<file path="src/rtl/bcd_counter_pkg.sv">
// Shared types and the single-digit BCD step rule
// for the BCD counter bank.
package bcd_counter_pkg;

   typedef enum logic [1:0] {
      IDLE,
      DELAY,
      REPEAT
   } rep_state_t;

   localparam logic [3:0] BCD_MAX = 4'd9;

   typedef struct packed {
      logic [3:0] cnt;
      logic       carry;
   } bcd_res_t;

   // Next digit value plus carry (up) or borrow (down).
   function automatic bcd_res_t bcd_step(
      input logic [3:0] cnt,
      input logic [3:0] limit,
      input logic       up,
      input logic       lim_en
   );
      logic [3:0] top;
      bcd_res_t   r;
      top     = lim_en ? limit : BCD_MAX;
      r.cnt   = cnt;
      r.carry = 1'b0;
      if (up) begin
         if (cnt >= top) begin
            r.cnt   = 4'd0;
            r.carry = 1'b1;
         end else begin
            r.cnt = cnt + 4'd1;
         end
      end else if (cnt == 4'd0) begin
         r.cnt   = top;
         r.carry = 1'b1;
      end else if (cnt > top) begin
         r.cnt = top;
      end else begin
         r.cnt = cnt - 4'd1;
      end
      return r;
   endfunction

endpackage

</file>
<file path="src/rtl/bcd_digit_cell.sv">
// One BCD digit: hold-to-repeat FSM, repeat timer,
// count register and captured limit register.
module bcd_digit_cell
   import bcd_counter_pkg::*;
#(
   parameter int               TMR_W     = 8,
   parameter logic [TMR_W-1:0] REP_DELAY = 8'd50,
   parameter logic [TMR_W-1:0] REP_RATE  = 8'd10
) (
   input  logic       clk,
   input  logic       reset,
   input  logic       btn,
   input  logic       tick,
   input  logic       up_dn,
   input  logic       limit_en,
   input  logic       limit_capture,
   input  logic       clear,
   input  logic       carry_in,
   output logic [3:0] cnt,
   output logic [3:0] limit,
   output logic       carry_out,
   output logic       repeat_active
);

   rep_state_t       state;
   logic [TMR_W-1:0] timer;
   logic             btn_low_q;
   logic             press;
   logic             expire;
   logic             own_step;
   logic             step;
   bcd_res_t         nxt;

   // Edge register holds "button seen low"; it resets to 0 so a
   // button held through reset must be released before it steps.
   assign press  = btn & btn_low_q;
   assign expire = btn & tick & (timer == TMR_W'(1));

   always_comb begin
      own_step = 1'b0;
      unique case (state)
         IDLE:          own_step = press;
         DELAY, REPEAT: own_step = expire;
         default:       own_step = 1'b0;
      endcase
   end

   assign step          = own_step | carry_in;
   assign nxt           = bcd_step(cnt, limit, up_dn, limit_en);
   assign carry_out     = step & nxt.carry & ~clear;
   assign repeat_active = (state == REPEAT);

   always_ff @(posedge clk) begin
      if (reset) begin
         state     <= IDLE;
         timer     <= '0;
         btn_low_q <= 1'b0;
      end else begin
         btn_low_q <= ~btn;
         unique case (state)
            IDLE: begin
               if (press) begin
                  timer <= REP_DELAY;
                  state <= DELAY;
               end
            end
            DELAY, REPEAT: begin
               if (!btn) begin
                  state <= IDLE;
               end else if (tick) begin
                  if (timer == TMR_W'(1)) begin
                     timer <= REP_RATE;
                     state <= REPEAT;
                  end else begin
                     timer <= timer - TMR_W'(1);
                  end
               end
            end
            default: state <= IDLE;
         endcase
      end
   end

   always_ff @(posedge clk) begin
      if (reset) begin
         cnt   <= 4'd0;
         limit <= BCD_MAX;
      end else begin
         if (limit_capture) limit <= cnt;
         if (clear)         cnt <= 4'd0;
         else if (step)     cnt <= nxt.cnt;
      end
   end

endmodule

</file>
<file path="src/rtl/bcd_counter_bank.sv">
// Multi-digit BCD counter bank: per-digit cells with a
// combinational carry/borrow ripple and a top-digit wrap pulse.
module bcd_counter_bank
   import bcd_counter_pkg::*;
#(
   parameter int               DIGITS    = 3,
   parameter int               TMR_W     = 8,
   parameter logic [TMR_W-1:0] REP_DELAY = 8'd50,
   parameter logic [TMR_W-1:0] REP_RATE  = 8'd10
) (
   input  logic                clk,
   input  logic                reset,
   input  logic [DIGITS-1:0]   btn,
   input  logic                tick,
   input  logic                up_dn,
   input  logic                carry_en,
   input  logic                limit_en,
   input  logic                limit_capture,
   input  logic                clear,
   output logic [4*DIGITS-1:0] cnt_out,
   output logic [4*DIGITS-1:0] limit_out,
   output logic [DIGITS-1:0]   repeat_active,
   output logic                wrap_pulse
);

   logic top_carry;

   for (genvar j = 0; j < DIGITS; j++) begin : g_dig
      logic c_in;
      logic c_out;

      if (j == 0) begin : g_lsb
         assign c_in = 1'b0;
      end else begin : g_chain
         assign c_in = carry_en & g_dig[j-1].c_out;
      end

      if (j == DIGITS - 1) begin : g_top
         assign top_carry = c_out;
      end

      bcd_digit_cell #(
         .TMR_W     (TMR_W),
         .REP_DELAY (REP_DELAY),
         .REP_RATE  (REP_RATE)
      ) u_cell (
         .clk           (clk),
         .reset         (reset),
         .btn           (btn[j]),
         .tick          (tick),
         .up_dn         (up_dn),
         .limit_en      (limit_en),
         .limit_capture (limit_capture),
         .clear         (clear),
         .carry_in      (c_in),
         .cnt           (cnt_out[4*j +: 4]),
         .limit         (limit_out[4*j +: 4]),
         .carry_out     (c_out),
         .repeat_active (repeat_active[j])
      );
   end

   // Wrap reports the top digit regardless of carry_en.
   always_ff @(posedge clk) begin
      if (reset) wrap_pulse <= 1'b0;
      else       wrap_pulse <= top_carry;
   end

endmodule

</file>
<file path="config.mk">
export PLATFORM = sky130hd
export DESIGN_NAME = bcd_counter_bank
export DESIGN_NICKNAME = d
export VERILOG_FILES = /design/src/rtl/bcd_counter_pkg.sv /design/src/rtl/bcd_digit_cell.sv /design/src/rtl/bcd_counter_bank.sv
export SDC_FILE = /design/constraint.sdc
export NUM_CORES = 1
export LEC_CHECK = 0
export ABC_AREA = 1
export CAP_MARGIN = 10
export CORE_MARGIN = 5
export CORE_UTILIZATION = 25
export DETAILED_ROUTE_END_ITERATION = 8
export SKIP_CTS_REPAIR_TIMING = 1
export SYNTH_ARGS = -nofsm -noshare
export SYNTH_HDL_FRONTEND = slang
export SYNTH_SLANG_ARGS = --single-unit
</file>
<file path="constraint.sdc">
create_clock -name clk -period 4.8 [get_ports clk]
set_input_delay 0.72 -clock clk [delete_from_list [all_inputs] [get_ports clk]]
set_output_delay 0.72 -clock clk [all_outputs]
set_load 0.05 [all_outputs]
</file>
Word level (Yosys, flattened, before mapping)
Index checks and enable logic that the tools add are counted.
Cells by class
  reductions and logical operators: 19
  $add $sub $neg: 9
  mux-type cells: 54
  magnitude comparators: 6
  eq/ne operators: 24
  bitwise logic cells: 23
Operators by type and width (count)
  two-way mux 8 bit: 12
  two-way mux 4 bit: 12
  case mux 8 bit (2 select lines): 3
  equality test 8 x 1 -> 1 bit, second input constant: 3
  two-way mux 2 bit: 12
  subtractor 8 x 1 -> 8 bit, second input constant: 3
  AND 1 bit: 17
  two-way mux 5 bit: 3
  adder 4 x 1 -> 4 bit, second input constant: 3
  >= comparator 4 bit: 3
  greater-than comparator 4 bit: 3
  zero test 4 bit: 3
  != test 2 bit, second input constant: 6
  case mux 2 bit (2 select lines): 3
  AND reduction 4 bit: 3
  subtractor 4 x 1 -> 4 bit, second input constant: 3
  != test 3 x 2 -> 1 bit, second input constant: 3
  != test 3 bit, second input constant: 3
  AND reduction 3 bit: 3
  OR reduction 2 bit: 4
  equality test 2 x 1 -> 1 bit, second input constant: 3
  equality test 2 bit, second input constant: 3
  zero test 2 bit: 3
  two-way mux 1 bit: 6
  other kinds (5): 15
Word-level totals
  bits in registers: 58
  output and inout bits: 28
  input port bits: 11
  word-level logic and storage cells: 151

Logic depth before layout (Yosys ltp)
Gate-level depths: netlist of run 1.
  depth after elaboration: 15
  depth in mapped cells: 18
  gate-level depth less buffers: 18

By module
A second synthesis of run 1 with hierarchy kept.
Unflattened totals
  cells, all modules: 593
  area, all modules: 3918.8 µm²
By module, submodules not included
  bcd_digit_cell: area each 1290.0 µm², instances 3, cells an instance 195, seq. area each 380.4 µm²
  bcd_counter_bank: area each 48.8 µm², instances 1, cells an instance 8, seq. area each 20.0 µm²

Least setup slack after synthesis of run 1
Ideal clock, no wire load.
  kind: input-to-reg
  start: in limit_en
  end: reg g_dig[2].u_cell.cnt[0]
  path buffers: 0
  stages: 14
  arrival time: 2.030 ns
  required time: 4.685 ns
  slack: 2.656 ns
  cell sequence: inv_1 > or2_2 > ha_1 > nand2_1 > nor2_1 > inv_1 > nand2_1 > nand2_1 > nand3_1 > nand2_1 > inv_1 > nand2_1 > nand2_1 > nor2_1
On the way
  longest elaborated chain between the ends: 12
  elaborated cells between the ends (all ways): 23
  those cells by class: order compare (4); mux (11); bitwise (8)
Ends and longest elaborated chain
  start, declared: RTL line bcd_counter_bank.sv:17  | input logic limit_en,
  two-way mux 4 bit: RTL line bcd_counter_pkg.sv:27  | top = lim_en ? limit : BCD_MAX;
  >= comparator 4 bit: RTL line bcd_counter_pkg.sv:31  | if (cnt >= top) begin
  two-way mux 1 bit: RTL line bcd_counter_pkg.sv:31
  two-way mux 5 bit: RTL line bcd_counter_pkg.sv:30  | if (up) begin
  AND 1 bit (2 in series): RTL line bcd_digit_cell.sv:50  | assign carry_out = step & nxt.carry & ~clear;
  AND 1 bit: RTL line bcd_counter_bank.sv:35  | assign c_in = carry_en & g_dig[j-1].c_out;
  OR 1 bit: RTL line bcd_digit_cell.sv:48  | assign step = own_step | carry_in;
  AND 1 bit (2 in series): RTL line bcd_digit_cell.sv:50
  AND 1 bit: RTL line bcd_counter_bank.sv:35
  OR 1 bit: RTL line bcd_digit_cell.sv:48
  end signal, assigned: RTL line bcd_digit_cell.sv:91  | else if (step) cnt <= nxt.cnt;
  end, declared: RTL line bcd_digit_cell.sv:19  | output logic [3:0] cnt,
Several ways; a longest one is shown, not always the timed one.
A chain may end at the register's enable or synchronous reset.

Final worst setup path of run 1
  start: in limit_en
  end: reg g_dig[0].u_cell.cnt[0]
On the way
  longest elaborated chain between the ends: 5
  elaborated cells between the ends (all ways): 7
  those cells by class: order compare (2); mux (5)
Ends and longest elaborated chain
  two-way mux 4 bit (*): RTL line bcd_counter_pkg.sv:27
  greater-than comparator 4 bit: RTL line bcd_counter_pkg.sv:40  | end else if (cnt > top) begin
  two-way mux 4 bit: RTL line bcd_counter_pkg.sv:40
  two-way mux 4 bit: RTL line bcd_counter_pkg.sv:37  | end else if (cnt == 4'd0) begin
  two-way mux 5 bit (*): RTL line bcd_counter_pkg.sv:30
  end signal, assigned: RTL line bcd_digit_cell.sv:91
  end, declared: RTL line bcd_digit_cell.sv:19
Mark *: on every way between the ends. The rest lies on a longest branch, timed or not.

==> results.py, run 1 <==
metrics = {
    "timing": {
        "fin_ws_ns": 2.00,
        "fin_crit_ns": 2.80,
        "worstMarginPinSlew_ns": 0.925,
        "finalClockSkew_ns": 0.00580,
        "slew_violations": 0,
        "setup_viol": 0,
        "final-hold-violation-count": 0,
        "slew_headroom_pct": 38.1,
        "fin_crit_sh_pct": 58.4,
        "tns_ns": 0,
        "holdWs_ns": 0.484,
        "max_freq_mhz": 357,
        "grt_setup_unrepaired": "no",
    },
    "min_path": {
        "min_path_type": "reg -> reg",
        "holdCritStartpoint": "g_dig[2].u_cell.state[0]",
    },
    "grt": {
        "grt_max_degree": 30,
        "grt.total_usage_pct": 11.2,
        "grt_pass1_wl_um": 16400,
        "grt_pass1_vias": 3446,
        "grt.overflow.total": 0,
        "antenna_found_initial": 0,
    },
    "setup_path": {
        "path_buf_inv": 3,
        "worstPathRequired_ns": 5.05,
        "cp-startpoint": "limit_en",
        "cp_max_fo": 7,
        "cpMaxStageDelayCell": "clkdlybuf4s50_1",
        "path_class": "in -> reg",
        "critPathMostFrequentCell": "nand2_1",
        "cp_top_family": "buffers and inverters",
        "max_stage_delay_ns": 0.63,
        "crit_path_end_kind": "flip-flop",
        "crit_path_cell_trace": "clkdlybuf4s50_1 > inv_1 > nor2_1 > inv_1 > ha_1 > nand2_1 > o21ai_0 > nand2_1 > nand2_1 > nand3_1 > a31oi_1",
        "worstPathArrival_ns": 3.06,
        "regToRegStartpoint": "g_dig[0].u_cell.cnt[0]",
        "cp-start-kind": "primary input",
    },
    "synthesis": {
        "synth_xor_area_share_pct": 3.27,
        "yosysWarnings": 0,
        "synth_fa_ha_area_share_pct": 11.0,
        "synth_top_family_by_area": "simple AND/OR/NAND/NOR gates",
        "synth_compound_area_share_pct": 16.6,
        "synth.top_cell.area_share_pct": 31.0,
        "ys_seq_elements": 58,
        "synthSimpleGateAreaFrac_pct": 29.2,
        "syn-num-nets": 589,
        "syn_area_sq_um": 3740,
        "synth.largest_area_cell": "dfxtp_1",
        "muxShareOfSynthArea_pct": 0,
        "synth_seq_area_share_pct": 31.0,
        "synth_edf_count": 0,
        "ys.flop_type": "dfxtp_1",
        "ys_types": 38,
        "post_synth.cell_area_avg_sq_um": 6.87,
        "synthArstFlopShare_pct": 0,
        "synth.area.top_cells": "dfxtp_1, nand2_1, ha_1, inv_1, a21oi_1",
        "synthCells": 545,
    },
    "floorplan": {
        "fp-row-count": 44,
        "die_x_um": 132,
        "num_io_pins": 39,
        "fp.dieArea_sq_um": 17500,
        "die_h_um": 132,
        "initial_utilization_pct": 25.7,
        "core_area_sq_um": 14600,
    },
    "drt": {
        "wl_per_cell_um": 12.4,
        "num_vias": 3572,
        "viasPerCell": 4.64,
        "drtAntennaViolNets": 0,
        "drt_iter0_drc": 278,
        "dr.pass1.iters": 5,
        "wirelength_um": 9570,
        "route.detailed.drc": 0,
    },
    "finish": {
        "seqCellArea_sq_um": 1160,
        "drive_gt1_share_pct": 6.67,
        "layout.cells.non_filler": 769,
        "fillCellCount": 1532,
        "multiInputGateArea_sq_um": 2250,
        "finalCoreUtilization_pct": 31.5,
        "layout_common_cells": "nand2_1, inv_1, dfxtp_1, nor2_1, a21oi_1",
        "layout_commonest_cell": "nand2_1",
        "area_delta_synth_final_pct": 22.9,
        "finalNetCount": 625,
        "antenna_cells": 0,
    },
    "power_and_ir_drop": {
        "ir_drop_mv": 0.204,
        "power_frac_comb_pct": 37.8,
        "sw_frac_of_total_pct": 37.9,
        "p_int_mw": 1.28,
        "power_density_nw_per_um2": 447,
        "p_sw_mw": 0.778,
        "pwr-share-clk_pct": 32.1,
        "cellLeakagePower_nw": 2.04,
        "seqPwrFrac_pct": 30.1,
    },
    "placed_design": {
        "io_buffers": 38,
        "dp_cells": 754,
        "gp_congestion": 0.860,
        "pre_cts_ws_ns": 1.70,
        "dp_hpwl_um": 7100,
    },
    "clock_network": {
        "ctsLongestPathBuffers": 2,
        "clk_latency_ns": 0.33,
        "numCtsBuffers": 9,
        "clock-sinks": 58,
        "clock_tree.root_cell": "clkbuf_16",
        "cts_tree": "done",
        "cts.clk_slew.worst_paths_ns": 0.05,
        "htree_levels": 3,
    },
    "flow_run": {
        "maxCapViolCount": 0,
    },
    "status": {
        "status": "finished, final reports clean",
    },
}
path summary, 6_finish.rpt:
check / to / slack, ns / cells after the start
setup / recovery: g_dig[0].u_cell.cnt[0] / 2.00 / 11
hold / removal: g_dig[2].u_cell.state[0] / 0.48 / 2
setup reg to reg: g_dig[0].u_cell.cnt[0] / 2.78 / 8
hold reg to reg: g_dig[2].u_cell.state[0] / 0.48 / 2
tightest hold or removal path, delay by kind of cell (launching register included):
| kind | cells | cell delay, ns |
|---|---|---|
| AOI/OAI and AO/OA | 1 | 0.05 |
| DFF | 1 | 0.32 |
| and+or+nand+nor | 1 | 0.06 |
cell families (layout without fill, tap and decap cells):
group                      after synthesis  count (layout)
and+or+nand+nor                        245             245
adders and majority gates               33              33
DFF                                     58              58
xor gates and xnor gates                14              14
AOI/OAI and AO/OA                      110             110
buffers and inverters                   85             125
layer usage:
| layer | global-route usage, % | part of all wire, % | wire length, um | up-vias |
|---|---|---|---|---|
| met5 | 0 | 0 | 0 | - |
| met4 | 4.75 | 2.0 | 193 | 0 |
| met3 | 2.63 | 4.9 | 470 | 15 |
| met2 | 17.8 | 45 | 4290 | 78 |
| met1 | 14.5 | 48 | 4610 | 1617 |
| li1 | - | - | - | 1862 |
synth_stat cells, drive strengths merged, types with 2 or more instances:
library cell	number
o21bai	2
inv	71
nand4	6
nand3b	2
buf	7
xnor2	4
nand3	39
nand2	127
o211ai	5
clkbuf	7
a31oi	6
a221oi	6
o21ai	34
nor3	8
xor2	10
dfxtp	58
a211oi	2
ha	33
a21oi	49
or2	3
nor2	59
area by class of cell:
class                           instances  area share [%]
Multi-Input combinational cell        402            48.9
Sequential cell                        58            25.2
Timing Repair Buffer                   39            8.43
Clock buffer                           13            5.87
Inverter                               71            5.79
Tap cell                              184            5.00
Clock inverter                          2           0.761
stage by stage:
stage          cell area, sq um  total power, mW
6_report                   4600             2.05
5_1_grt                    4600             2.22
4_1_cts                    4600             2.07
3_5_place_dp               4300             1.40
3_3_place_gp               4300             1.40
2_1_floorplan              3740             1.24
flip-flops by register name, indices dropped and copies added, names as in the netlist:
signal                  count
g_dig.u_cell.timer         24
g_dig.u_cell.cnt           12
g_dig.u_cell.limit         12
g_dig.u_cell.state          6
g_dig.u_cell.btn_low_q      3
wrap_pulse                  1
power by group through the flow:
stage / Clock (mW) / Sequential (mW) / Combinational, mW
detailed placement: 0 / 0.627 / 0.776
global route: 0.696 / 0.631 / 0.888
floorplan: 0 / 0.651 / 0.585
global placement: 0 / 0.627 / 0.771
finish: 0.659 / 0.619 / 0.776
CTS: 0.676 / 0.619 / 0.779
No activity file was read; power rests on OpenSTA's default activity.
==> run 2, diff against run 1 <==
clock period = 2.4 ns   (was 4.8 ns; I/O delays follow)
==> run 2 against run 1 <==
Against the previous run: die area stayed put; worst hold slack worse by 0.0067 ns; critical endpoint is now g_dig[1].u_cell.cnt[0]; register-to-register slack lost 2.3 ns; highest routed layer unchanged; sequential power grew 99%.
==> results.py, run 2 (synthesis gave the netlist of run 1 again) <==
metrics = {
    "status": {
        "status": "finished, final reports clean",
    },
    "grt": {
        "grt.total_usage_pct": 11.0,
        "grt_max_degree": 16,
        "grt_pass1_wl_um": 16100,
        "grt_pass1_vias": 3375,
        "grt.overflow.total": 0,
        "antenna_found_initial": 0,
    },
    "min_path": {
        "holdCritStartpoint": "g_dig[2].u_cell.timer[3]",
        "hold_end": "g_dig[2].u_cell.timer[3]",
        "min_path_cells": 2,
        "min_path_type": "reg -> reg",
    },
    "floorplan": {
        "core_area_sq_um": 14600,
        "fp-row-count": 44,
        "die_h_um": 132,
        "num_io_pins": 39,
        "die_x_um": 132,
        "initial_utilization_pct": 25.7,
        "fp.dieArea_sq_um": 17500,
    },
    "placed_design": {
        "postPlaceCellArea_sq_um": 4460,
        "dp_hpwl_um": 7260,
        "dp_cells": 776,
        "pre_cts_ws_ns": -0.138,
        "gp_congestion": 0.852,
        "io_buffers": 38,
    },
    "finish": {
        "largest_register_ff_count": 24,
        "reg_top3": "g_dig.u_cell.timer (24), g_dig.u_cell.cnt (12), g_dig.u_cell.limit (12)",
        "largest_register": "g_dig.u_cell.timer",
        "layout_common_cells": "nand2_1, inv_1, dfxtp_1, nor2_1, a21oi_1",
        "finalNetCount": 647,
        "layout_commonest_cell": "nand2_1",
        "layout.cells.non_filler": 792,
        "drive_gt1_share_pct": 10.5,
        "fin_area_sq_um": 4750,
        "antenna_cells": 0,
        "area_delta_synth_final_pct": 27.0,
    },
    "clock_network": {
        "clock_tree.root_cell": "clkbuf_16",
        "cts.clk_slew.worst_paths_ns": 0.05,
        "numCtsBuffers": 9,
        "ctsLongestPathBuffers": 2,
        "clock-sinks": 58,
        "cts_tree": "done",
        "clk_latency_ns": 0.33,
        "htree_levels": 3,
    },
    "timing": {
        "max_freq_mhz": 454,
        "slew_headroom_pct": 64.2,
        "fin_ws_ns": 0.198,
        "final-hold-violation-count": 0,
        "holdWs_ns": 0.477,
        "setup_viol": 0,
        "worstMarginPinSlew_ns": 0.535,
        "slew_violations": 0,
        "grt_setup_unrepaired": "no",
        "fin_crit_ns": 2.20,
        "finalClockSkew_ns": 0.00622,
        "fin_crit_sh_pct": 91.7,
    },
    "setup_path": {
        "crit_path_end_kind": "flip-flop",
        "path_class": "in -> reg",
        "rr_worst_depth": 11,
        "cp-startpoint": "limit_en",
        "regToRegStartpoint": "g_dig[0].u_cell.state[0]",
        "worstPathArrival_ns": 2.41,
        "rr_endpoint": "g_dig[2].u_cell.cnt[2]",
        "worstPathRequired_ns": 2.61,
        "cp_max_fo": 6,
        "rrSetupSlack_ns": 0.52,
        "cp-start-kind": "primary input",
    },
    "drt": {
        "drt_iter0_drc": 210,
        "num_vias": 3552,
        "viasPerCell": 4.48,
        "wirelength_um": 9430,
        "drtAntennaViolNets": 0,
        "route.detailed.drc": 0,
        "dr.pass1.iters": 5,
        "wl_per_cell_um": 11.9,
    },
    "power_and_ir_drop": {
        "total_power_mw": 4.08,
        "cellLeakagePower_nw": 2.14,
        "ir_drop_mv": 0.344,
        "power_density_nw_per_um2": 858,
    },
    "flow_run": {
        "maxCapViolCount": 0,
    },
}
-- run 2: cell count changes in the layout (fill, tap and decap cells not counted), sizes merged --
cell	delta
buf	+22
bufinv	-1
clkbuf	-1
clkinv	+1
clkinvlp	+2
-- run 2: how the worst max path moves through the flow --
| stage | to | slack [ns] | cells past startpoint |
|---|---|---|---|
| finish | g_dig[1].u_cell.cnt[0] | 0.20 | 13 |
| global route | g_dig[1].u_cell.cnt[3] | 0.005 | 13 |
| CTS | g_dig[2].u_cell.cnt[3] | 0.19 | 15 |
| detailed placement | g_dig[2].u_cell.cnt[3] | -0.14 | 15 |
| global placement | g_dig[1].u_cell.cnt[0] | -0.06 | 13 |
| floorplan | g_dig[2].u_cell.cnt[0] | 0.36 | 14 |
-- run 2: power breakdown --
| part | internal [mW] | switching, mW |
|---|---|---|
| sequential | 1.12 | 0.113 |
| clock | 0.779 | 0.458 |
| combinational | 0.604 | 1.01 |
-- run 2: cell type report --
class | count | area, sq um
Fill cell | 1532 | 9830
Clock buffer | 12 | 267
Clock inverter | 4 | 25.0
Sequential cell | 58 | 1160
Inverter | 71 | 267
Timing Repair Buffer | 61 | 553
Tap cell | 184 | 230
Multi-Input combinational cell | 402 | 2250
-- run 2: worst max-delay path, stage by stage --
cell             delay, ns
clkdlybuf4s50_1       0.48
inv_1                 0.13
buf_4                 0.16
nor2_1                0.13
ha_1                  0.27
a21oi_1               0.19
nand2_1               0.07
nand2_1               0.10
nand2_1               0.13
o21ai_0               0.18
nor2_1                0.06
nor2_1                0.10
nor2_1                0.04
-- run 2: metrics by stage --
stage                     utilization (%)  TNS (ns)
final                                32.6         0
after global routing                 32.6         0
after CTS                            32.6         0
after detailed placement             30.6    -0.899
after global placement               30.6    -0.287
after floorplan                         -         0
-- run 2: layer usage --
metal  track usage, %  wire length [um]  share of wire (%)  vias to the layer above
met5                0                 0                  0                        -
met2             17.5              4300                 46                       60
met4             3.22               114                1.2                        0
met3             3.85               475                5.0                        8
li1                 -                 -                  -                     1915
met1             14.2              4550                 48                     1569
==> run 3, diff against run 2 <==
REMOVE_ABC_BUFFERS = 1   (was not set)
SLEW_MARGIN = 20   (was not set)
==> run 3 against run 2 <==
Against the previous run: via count is 0.11% higher; largest cell class unchanged; total power is 3.0% lower; critical path depth is 10 lower; first-iteration DRC count is 27% higher.
==> results.py, run 3 (synthesis gave the netlist of run 1 again) <==
metrics = {
    "setup_path": {
        "cp_max_fo": 3,
        "path_class": "reg -> out",
        "max_stage_delay_ns": 0.82,
        "cp_top_family": "buffers and inverters",
        "cp-start-kind": "flip-flop",
        "worstPathArrival_ns": 1.77,
        "crit_path_end_kind": "output pin",
        "cpMaxStageDelayCell": "clkdlybuf4s50_1",
        "worstPathRequired_ns": 2.04,
        "path_buf_inv": 2,
        "crit_path_cell_trace": "inv_1 > ha_1 > clkdlybuf4s50_1",
    },
    "timing": {
        "fin_crit_sh_pct": 88.7,
        "fin_crit_ns": 2.13,
        "grt_setup_unrepaired": "no",
        "final-hold-violation-count": 0,
        "setup_viol": 0,
        "max_freq_mhz": 470,
        "slew_violations": 0,
        "tns_ns": 0,
        "slew_headroom_pct": 65.4,
        "worstMarginPinSlew_ns": 0.517,
        "finalClockSkew_ns": 0.00649,
    },
    "grt": {
        "grt_pass1_wl_um": 15900,
        "grt_max_degree": 25,
        "antenna_found_initial": 0,
        "grt_pass1_vias": 3349,
        "grt.overflow.total": 0,
        "grt.total_usage_pct": 10.7,
    },
    "floorplan": {
        "die_x_um": 132,
        "core_area_sq_um": 14600,
        "fp-row-count": 44,
        "initial_utilization_pct": 25.7,
        "die_h_um": 132,
        "fp.dieArea_sq_um": 17500,
        "num_io_pins": 39,
    },
    "drt": {
        "drtAntennaViolNets": 0,
        "wl_per_cell_um": 11.5,
        "drt_iter0_drc": 266,
        "viasPerCell": 4.54,
        "route.detailed.drc": 0,
        "dr.pass1.iters": 4,
        "wirelength_um": 9010,
        "num_vias": 3556,
    },
    "finish": {
        "largest_register": "g_dig.u_cell.timer",
        "layout_commonest_cell": "nand2_1",
        "area_delta_synth_final_pct": 24.6,
        "layout_common_cells": "nand2_1, inv_1, dfxtp_1, nor2_1, a21oi_1",
        "antenna_cells": 0,
        "drive_gt1_share_pct": 8.67,
        "finalNetCount": 639,
        "largest_register_ff_count": 24,
        "reg_top3": "g_dig.u_cell.timer (24), g_dig.u_cell.cnt (12), g_dig.u_cell.limit (12)",
    },
    "power_and_ir_drop": {
        "cellLeakagePower_nw": 2.09,
        "total_power_mw": 3.96,
        "power_density_nw_per_um2": 848,
        "ir_drop_mv": 0.485,
    },
    "placed_design": {
        "io_buffers": 38,
        "dp_hpwl_um": 6890,
        "gp_congestion": 0.891,
    },
    "flow_run": {
        "maxCapViolCount": 0,
    },
    "min_path": {
        "min_path_type": "reg -> reg",
    },
    "clock_network": {
        "htree_levels": 3,
        "ctsLongestPathBuffers": 2,
        "clock-sinks": 58,
        "numCtsBuffers": 9,
        "clk_latency_ns": 0.33,
        "cts_tree": "done",
        "clock_tree.root_cell": "clkbuf_16",
        "cts.clk_slew.worst_paths_ns": 0.05,
    },
    "status": {
        "status": "finished, final reports clean",
    },
}
## run 3: cell count changes in the layout (fill, tap and decap cells not counted)
cell and change:
buf_4 -8, nor2_2 -1, clkinvlp_4 -2, nor2_1 +1, clkbuf_8 -2, clkbuf_1 +3, clkinv_2 +1
## run 3: metrics by stage
| stage | hold slack (ns) | std cells | util [%] | area, sq um | worst slack [ns] |
|---|---|---|---|---|---|
| 6_report | 0.482 | 784 | 32.0 | 4670 | 0.271 |
| 2_1_floorplan | 0.427 | 531 | - | 3680 | 0.357 |
| 5_1_grt | 0.511 | 784 | 32.0 | 4670 | 0.0734 |
| 4_1_cts | 0.484 | 784 | 32.0 | 4670 | 0.261 |
| 3_3_place_gp | 0.470 | 768 | 30.2 | 4400 | -0.00431 |
| 3_5_place_dp | 0.473 | 768 | 30.2 | 4400 | -0.0214 |
## run 3: where the power goes
part	internal [mW]	leakage (nW)	switching, mW
Clock	0.721	0.133	0.438
Sequential	1.12	0.475	0.114
Combinational	0.575	1.48	0.990
## run 3: worst reg2reg max path, cell delays in order, from the launching register on
cell and delay (ns):
dfxtp_1 0.35, inv_1 0.07, ha_1 0.37, nand2_1 0.09, nor2_1 0.18, nand3_2 0.12
nand2_4 0.14, nand2_2 0.08, nand2_4 0.11, nand2_4 0.09, a21oi_1 0.14, nor2_1 0.06
## run 3: cell type report
type	instances	area [sq um]
clock buffer	13	250
clock inverter	3	15.0
fill	1558	9920
inverter	71	267
multi-input combinational	402	2250
sequential	58	1160
tap	184	230
timing repair buffer	53	493
## run 3: worst paths after layout
check,end,cells past startpoint,startpoint,slack (ns)
max,repeat_active[1],3,g_dig[1].u_cell.state[0],0.27
min,g_dig[1].u_cell.state[0],2,g_dig[1].u_cell.state[0],0.48
max reg2reg,g_dig[2].u_cell.cnt[1],11,g_dig[0].u_cell.state[0],0.49
min reg2reg,g_dig[1].u_cell.state[0],2,g_dig[1].u_cell.state[0],0.48
## run 3: metal layers
| metal | share of wire (%) | global-route usage, % | vias to the layer above |
|---|---|---|---|
| met1 | 50 | 14.6 | 1580 |
| met2 | 44 | 16.6 | 64 |
| li1 | - | - | 1901 |
| met3 | 4.7 | 2.21 | 11 |
| met5 | 0 | 0 | - |
| met4 | 1.5 | 3.73 | 0 |
